$ cat src/rtl/or_pkg.sv
// Purpose : shared mode encodings and small decode helpers for the OR-reduce accumulator.
// Latency : n/a (types and constant functions only).
// Backpressure : n/a.
//
// Contents: mode_t (2-bit mode typedef), OR_PASS/NOR_PASS/OR_ACC/NOR_ACC,
//           is_acc() / is_nor() field decoders.
package or_pkg;

  typedef enum logic [1:0] {
    OR_PASS  = 2'b00,
    NOR_PASS = 2'b01,
    OR_ACC   = 2'b10,
    NOR_ACC  = 2'b11
  } mode_t;

  // bit 1 selects accumulate vs pass, bit 0 selects inverted output
  function automatic logic is_acc(input mode_t m);
    return m[1];
  endfunction

  function automatic logic is_nor(input mode_t m);
    return m[0];
  endfunction

endpackage

$ cat src/rtl/or_reduce_n.sv
// Purpose : bitwise OR of N W-bit channels packed into one bus.
// Latency : purely combinational, zero cycles.
// Backpressure : none; no handshake of its own.
//
// Ports: i_data  [N*W-1:0]  channel k at bits [k*W +: W]
//        o_red   [W-1:0]    OR of all channels
module or_reduce_n #(
  parameter int W = 8,
  parameter int N = 4
) (
  input  logic [N*W-1:0] i_data,
  output logic [W-1:0]   o_red
);

  always_comb begin
    o_red = '0;
    for (int k = 0; k < N; k++) begin
      o_red = o_red | i_data[k*W +: W];
    end
  end

endmodule

$ cat src/rtl/or_reduce_acc.sv
// Purpose : OR/NOR-reduce N channels per beat, either passing each beat or accumulating per packet.
// Latency : one cycle from accepted beat (pass, or last beat of a packet) to out_valid.
// Backpressure : in_ready = !out_valid || out_ready; a held result stalls input, no bubble on release.
//
// Ports: clk, rst_n (sync, active low)
//        in_valid/in_ready/in_data[N*W]/in_last/mode[2]  input beat handshake
//        out_valid/out_ready/out_data[W]/out_beats[CW]   registered result handshake
module or_reduce_acc
  import or_pkg::*;
#(
  parameter int W  = 8,
  parameter int N  = 4,
  parameter int CW = 8
) (
  input  logic           clk,
  input  logic           rst_n,
  input  logic           in_valid,
  output logic           in_ready,
  input  logic [N*W-1:0] in_data,
  input  logic           in_last,
  input  logic [1:0]     mode,
  output logic           out_valid,
  input  logic           out_ready,
  output logic [W-1:0]   out_data,
  output logic [CW-1:0]  out_beats
);

  localparam logic [CW-1:0] CNT_ONE = CW'(1);

  logic [W-1:0]  r_acc;
  logic [CW-1:0] r_cnt;
  mode_t         r_mode;
  logic          r_open;
  logic          r_out_vld;
  logic [W-1:0]  r_out_dat;
  logic [CW-1:0] r_out_beats;

  logic [W-1:0]  w_red;
  logic          w_accept;
  mode_t         w_mode;
  logic [W-1:0]  w_sum;
  logic [W-1:0]  w_res;
  logic [CW-1:0] w_cnt_inc;
  logic          w_emit;

  or_reduce_n #(.W(W), .N(N)) u_red (
    .i_data (in_data),
    .o_red  (w_red)
  );

  assign in_ready = !r_out_vld || out_ready;
  assign w_accept = in_valid && in_ready;

  // Mode is frozen while a packet is open; a fresh beat samples the live input.
  assign w_mode = r_open ? r_mode : mode_t'(mode);

  // r_acc/r_cnt are zero whenever no packet is open, so pass beats see red and a count of 1.
  assign w_sum     = is_acc(w_mode) ? (r_acc | w_red) : w_red;
  assign w_res     = is_nor(w_mode) ? ~w_sum : w_sum;
  assign w_cnt_inc = (&r_cnt) ? r_cnt : r_cnt + CNT_ONE;
  assign w_emit    = w_accept && (!is_acc(w_mode) || in_last);

  always_ff @(posedge clk) begin
    if (!rst_n) begin
      r_acc       <= '0;
      r_cnt       <= '0;
      r_mode      <= OR_PASS;
      r_open      <= 1'b0;
      r_out_vld   <= 1'b0;
      r_out_dat   <= '0;
      r_out_beats <= '0;
    end else begin
      if (w_emit) begin
        r_out_vld   <= 1'b1;
        r_out_dat   <= w_res;
        r_out_beats <= w_cnt_inc;
      end else if (out_ready) begin
        r_out_vld   <= 1'b0;
      end

      if (w_accept) begin
        if (!r_open) begin
          r_mode <= mode_t'(mode);
        end
        if (w_emit) begin
          r_acc  <= '0;
          r_cnt  <= '0;
          r_open <= 1'b0;
        end else begin
          r_acc  <= w_sum;
          r_cnt  <= w_cnt_inc;
          r_open <= 1'b1;
        end
      end
    end
  end

  assign out_valid = r_out_vld;
  assign out_data  = r_out_dat;
  assign out_beats = r_out_beats;

endmodule
$ cat config.mk
export PLATFORM = sky130hd
export DESIGN_NAME = or_reduce_acc
export DESIGN_NICKNAME = d
export VERILOG_FILES = /design/src/rtl/or_pkg.sv /design/src/rtl/or_reduce_n.sv /design/src/rtl/or_reduce_acc.sv
export SDC_FILE = /design/constraint.sdc
export NUM_CORES = 1
export LEC_CHECK = 0
export CORE_MARGIN = 3
export CORE_UTILIZATION = 45
export DETAILED_ROUTE_END_ITERATION = 12
export PLACE_DENSITY = 0.9
export SKIP_LAST_GASP = 1
export SYNTH_ARGS = -nofsm -noshare
export SYNTH_HDL_FRONTEND = slang
export SYNTH_HIERARCHICAL = 1
export SYNTH_SLANG_ARGS = --single-unit
$ cat constraint.sdc
create_clock -name clk -period 1.7 [get_ports clk]
set_input_delay 0.34 -clock clk [delete_from_list [all_inputs] [get_ports clk]]
set_output_delay 0.34 -clock clk [all_outputs]
set_load 0.02 [all_outputs]
==> impl_metrics.csv <==
group,metric,value,unit
status,outcome,"finished clean",
setup_path,path_cells,"ha_2 > nand4_1 > buf_4 > o211ai_1 > o2111ai_1 > a21oi_1",
timing,clock-skew-final,0.0133,ns
finish,num_antenna_cells,0,
logic_synthesis,ys_seq_elements,36,
logic_synthesis,syn_nets,213,
routing,via_per_inst,5.55,
floorplan,start_util,48.2,%
setup_path,cp.arrival,1.95,ns
setup_path,cp_top_family,"compound AO/OA/AOI/OAI gates",
logic_synthesis,synth_edf_count,0,
setup_path,r2r_start,"r_cnt[0]",
setup_path,crit_type,"flip-flop to flip-flop",
logic_synthesis,ys_seq_area_share,43.8,%
finish,final_util,73.1,%
pwr,powerDensity,763,nW/um2
logic_synthesis,yosysWarnings,6,
clock_tree,htree_num_levels,2,
clock_tree,ctsHoldBuffers,0,
pwr,peakVddDrop,0.000428,V
timing,setup_viol,0,
timing,max_freq,0.602,GHz
logic_synthesis,netlist_area,1650,um2
clock_tree,clock_path_buffers,2,
setup_path,crit_buf_inv,1,
finish,nFillCells,232,
job,cap_violations,0,
pwr,p_leak,1.14,nW
logic_synthesis,syn_inst,173,
timing,fin_crit_sh,97.7,%
logic_synthesis,synth_flop_cell,"dfxtp_1",
worst_hold_path,hold_path_class,"flip-flop to flip-flop",
routing,vias,1648,
setup_path,worstSetupStartpointType,"flip-flop",
logic_synthesis,synth_top_area_share,43.8,%
finish,register_area,721,um2
setup_path,worstPathMaxFanout,5,
place,io_buffers,56,
worst_hold_path,min_path_cells,1,
logic_synthesis,synth_top_area_cell,"dfxtp_1",
logic_synthesis,synthArstFlopShare,0,%
setup_path,r2r_cells,6,
timing,hold_viol_final,0,
finish,fin_cells,297,
setup_path,end_kind,"flip-flop",
clock_tree,clk_latency,0.36,ns
timing,drv_slew,0,
grt,grt_pass1_wl,7.42,mm
floorplan,die_h,66.5,um
timing,tightest_slew,0.752,ns
place,placed_cells,289,
grt,grt.overflow.total,0,
routing,drt-initial-drc-count,124,
timing,period_needed,1.66,ns
finish,fin_nets,290,
clock_tree,root_buffer,"clkbuf_4",
finish,final_cell_mix,"clkdlybuf4s50_1, dfxtp_1, a21oi_1",
logic_synthesis,synthTopCellsByArea,"dfxtp_1, a21oi_1, a22o_2",
clock_tree,numCtsBuffers,5,
logic_synthesis,avgSynthCellArea,9.51,um2
grt,antenna_found_initial,0,
finish,drive_gt1_share,18.7,%
floorplan,rows,21,
grt,grt_max_degree,12,
finish,multi_input_area,856,um2
grt,track_usage,22.1,%
floorplan,die_x,66.5,um
routing,routed_wl,4.51,mm
worst_hold_path,min_from,"out_beats[7]",
routing,antenna_left,0,
routing,drc,0,
logic_synthesis,yosysUniqueCellTypes,43,
place,dp_hpwl,3.26,mm
setup_path,critPathSlowestCell,"dfxtp_1",
setup_path,timing.rr.end,"out_beats[3]",
place,routabilityCongestion,0.943,
clock_tree,cts_tree,"done",
floorplan,boundaryPins,57,
routing,post_drt_wl_per_cell,15.2,um
setup_path,r2r_slack,0.04,ns
clock_tree,cts.sink_count,36,
finish,final_common_cell,"clkdlybuf4s50_1",
grt,grt_pass1_vias,1674,
setup_path,cp.required,1.99,ns
finish,area_growth,51.7,%
timing,slew-limit-headroom,48.9,%
routing,firstDrtPassIters,4,
setup_path,cpPeakStageDelay,0.44,ns
floorplan,core_area,3420,um2
floorplan,dieArea,4420,um2
worst_hold_path,holdPathEnd,"out_beats[7]",
clock_tree,path_clk_slew,0.11,ns
-- logic make-up (layout without fill, tap and decap cells) --
kind of cell / count (synthesis) / after routing / synth area share [%]
AO/OA/AOI/OAI: 55 / 55 / 23.2
AND/OR/NAND/NOR: 55 / 55 / 19.2
flip-flops: 36 / 36 / 43.8
buffers and inverters: 12 / 90 / 4.64
XOR/XNOR: 9 / 9 / 4.79
multiplexers: 5 / 5 / 3.57
adder cells (fa/ha/maj): 1 / 1 / 0.760
-- registers in the layout (all words and copies together), names as in the netlist --
signal     cells
out_beats      8
out_data       8
out_valid      1
r_acc          8
r_cnt          8
r_mode         2
r_open         1
-- power by group --
group	internal, mW	total (mW)	switching [mW]	leakage, nW
logic	0.217	0.391	0.174	0.799
registers	0.887	0.913	0.0253	0.294
clock network	0.308	0.602	0.294	0.0422
total	1.41	1.91	0.493	1.14
-- cell type report --
class	count	share of cell area [%]
Tap cell	46	2.31
Timing Repair Buffer	79	31.0
Clock inverter	2	1.40
Sequential cell	36	28.9
Multi-Input combinational cell	125	34.3
Inverter	3	0.451
Clock buffer	6	1.65
-- stage by stage --
stage	TNS, ns	instance area, um2	hold WS [ns]	setup WS (ns)	power [mW]
5_1_grt	-0.0461	2500	0.486	-0.0461	1.99
3_3_place_gp	-4.58	2380	0.446	-0.202	1.31
2_1_floorplan	0	1650	0.437	0.202	1.12
4_1_cts	0	2460	0.477	0.0114	1.92
3_5_place_dp	-5.52	2380	0.453	-0.238	1.32
6_report	0	2500	0.472	0.0391	1.91
-- Yosys cell counts (all sizes together), types with 5 or more instances --
library cell,n
dfxtp,36
a21oi,24
nor2,17
a22o,10
or4,9
buf,8
nand2,8
xor2,8
nor3,6
o21ai,6
nand3,5
-- repair_timing --
| item | 4_1_cts | 5_1_grt |
|---|---|---|
| setup buffers | 0 | 0 |
| gates resized for setup | 1 | 14 |
| endpoints found under the setup margin | 1 | 16 |
-- metal layers --
layer	vias up	part of all wire, %	global-route usage (%)	routed length (um)
li1	795	-	-	-
met1	760	39	26.3	1770
met2	77	51	37.2	2300
met3	16	7.2	6.24	327
met4	0	2.5	8.88	112
met5	-	0	0	0
-- worst max path at each step --
stage	from	slack, ns	depth (start not counted)	to
3_3_place_gp	in_data[13]	-0.20	5	out_data[5]
6_report	r_cnt[0]	0.04	6	out_beats[3]
5_1_grt	r_cnt[0]	-0.05	6	out_beats[3]
2_1_floorplan	r_cnt[0]	0.20	5	r_cnt[6]
3_5_place_dp	out_ready	-0.24	6	out_data[2]
4_1_cts	out_beats[0]	0.01	1	out_beats[0]
Note: power is estimated with default switching activity, not from simulation.
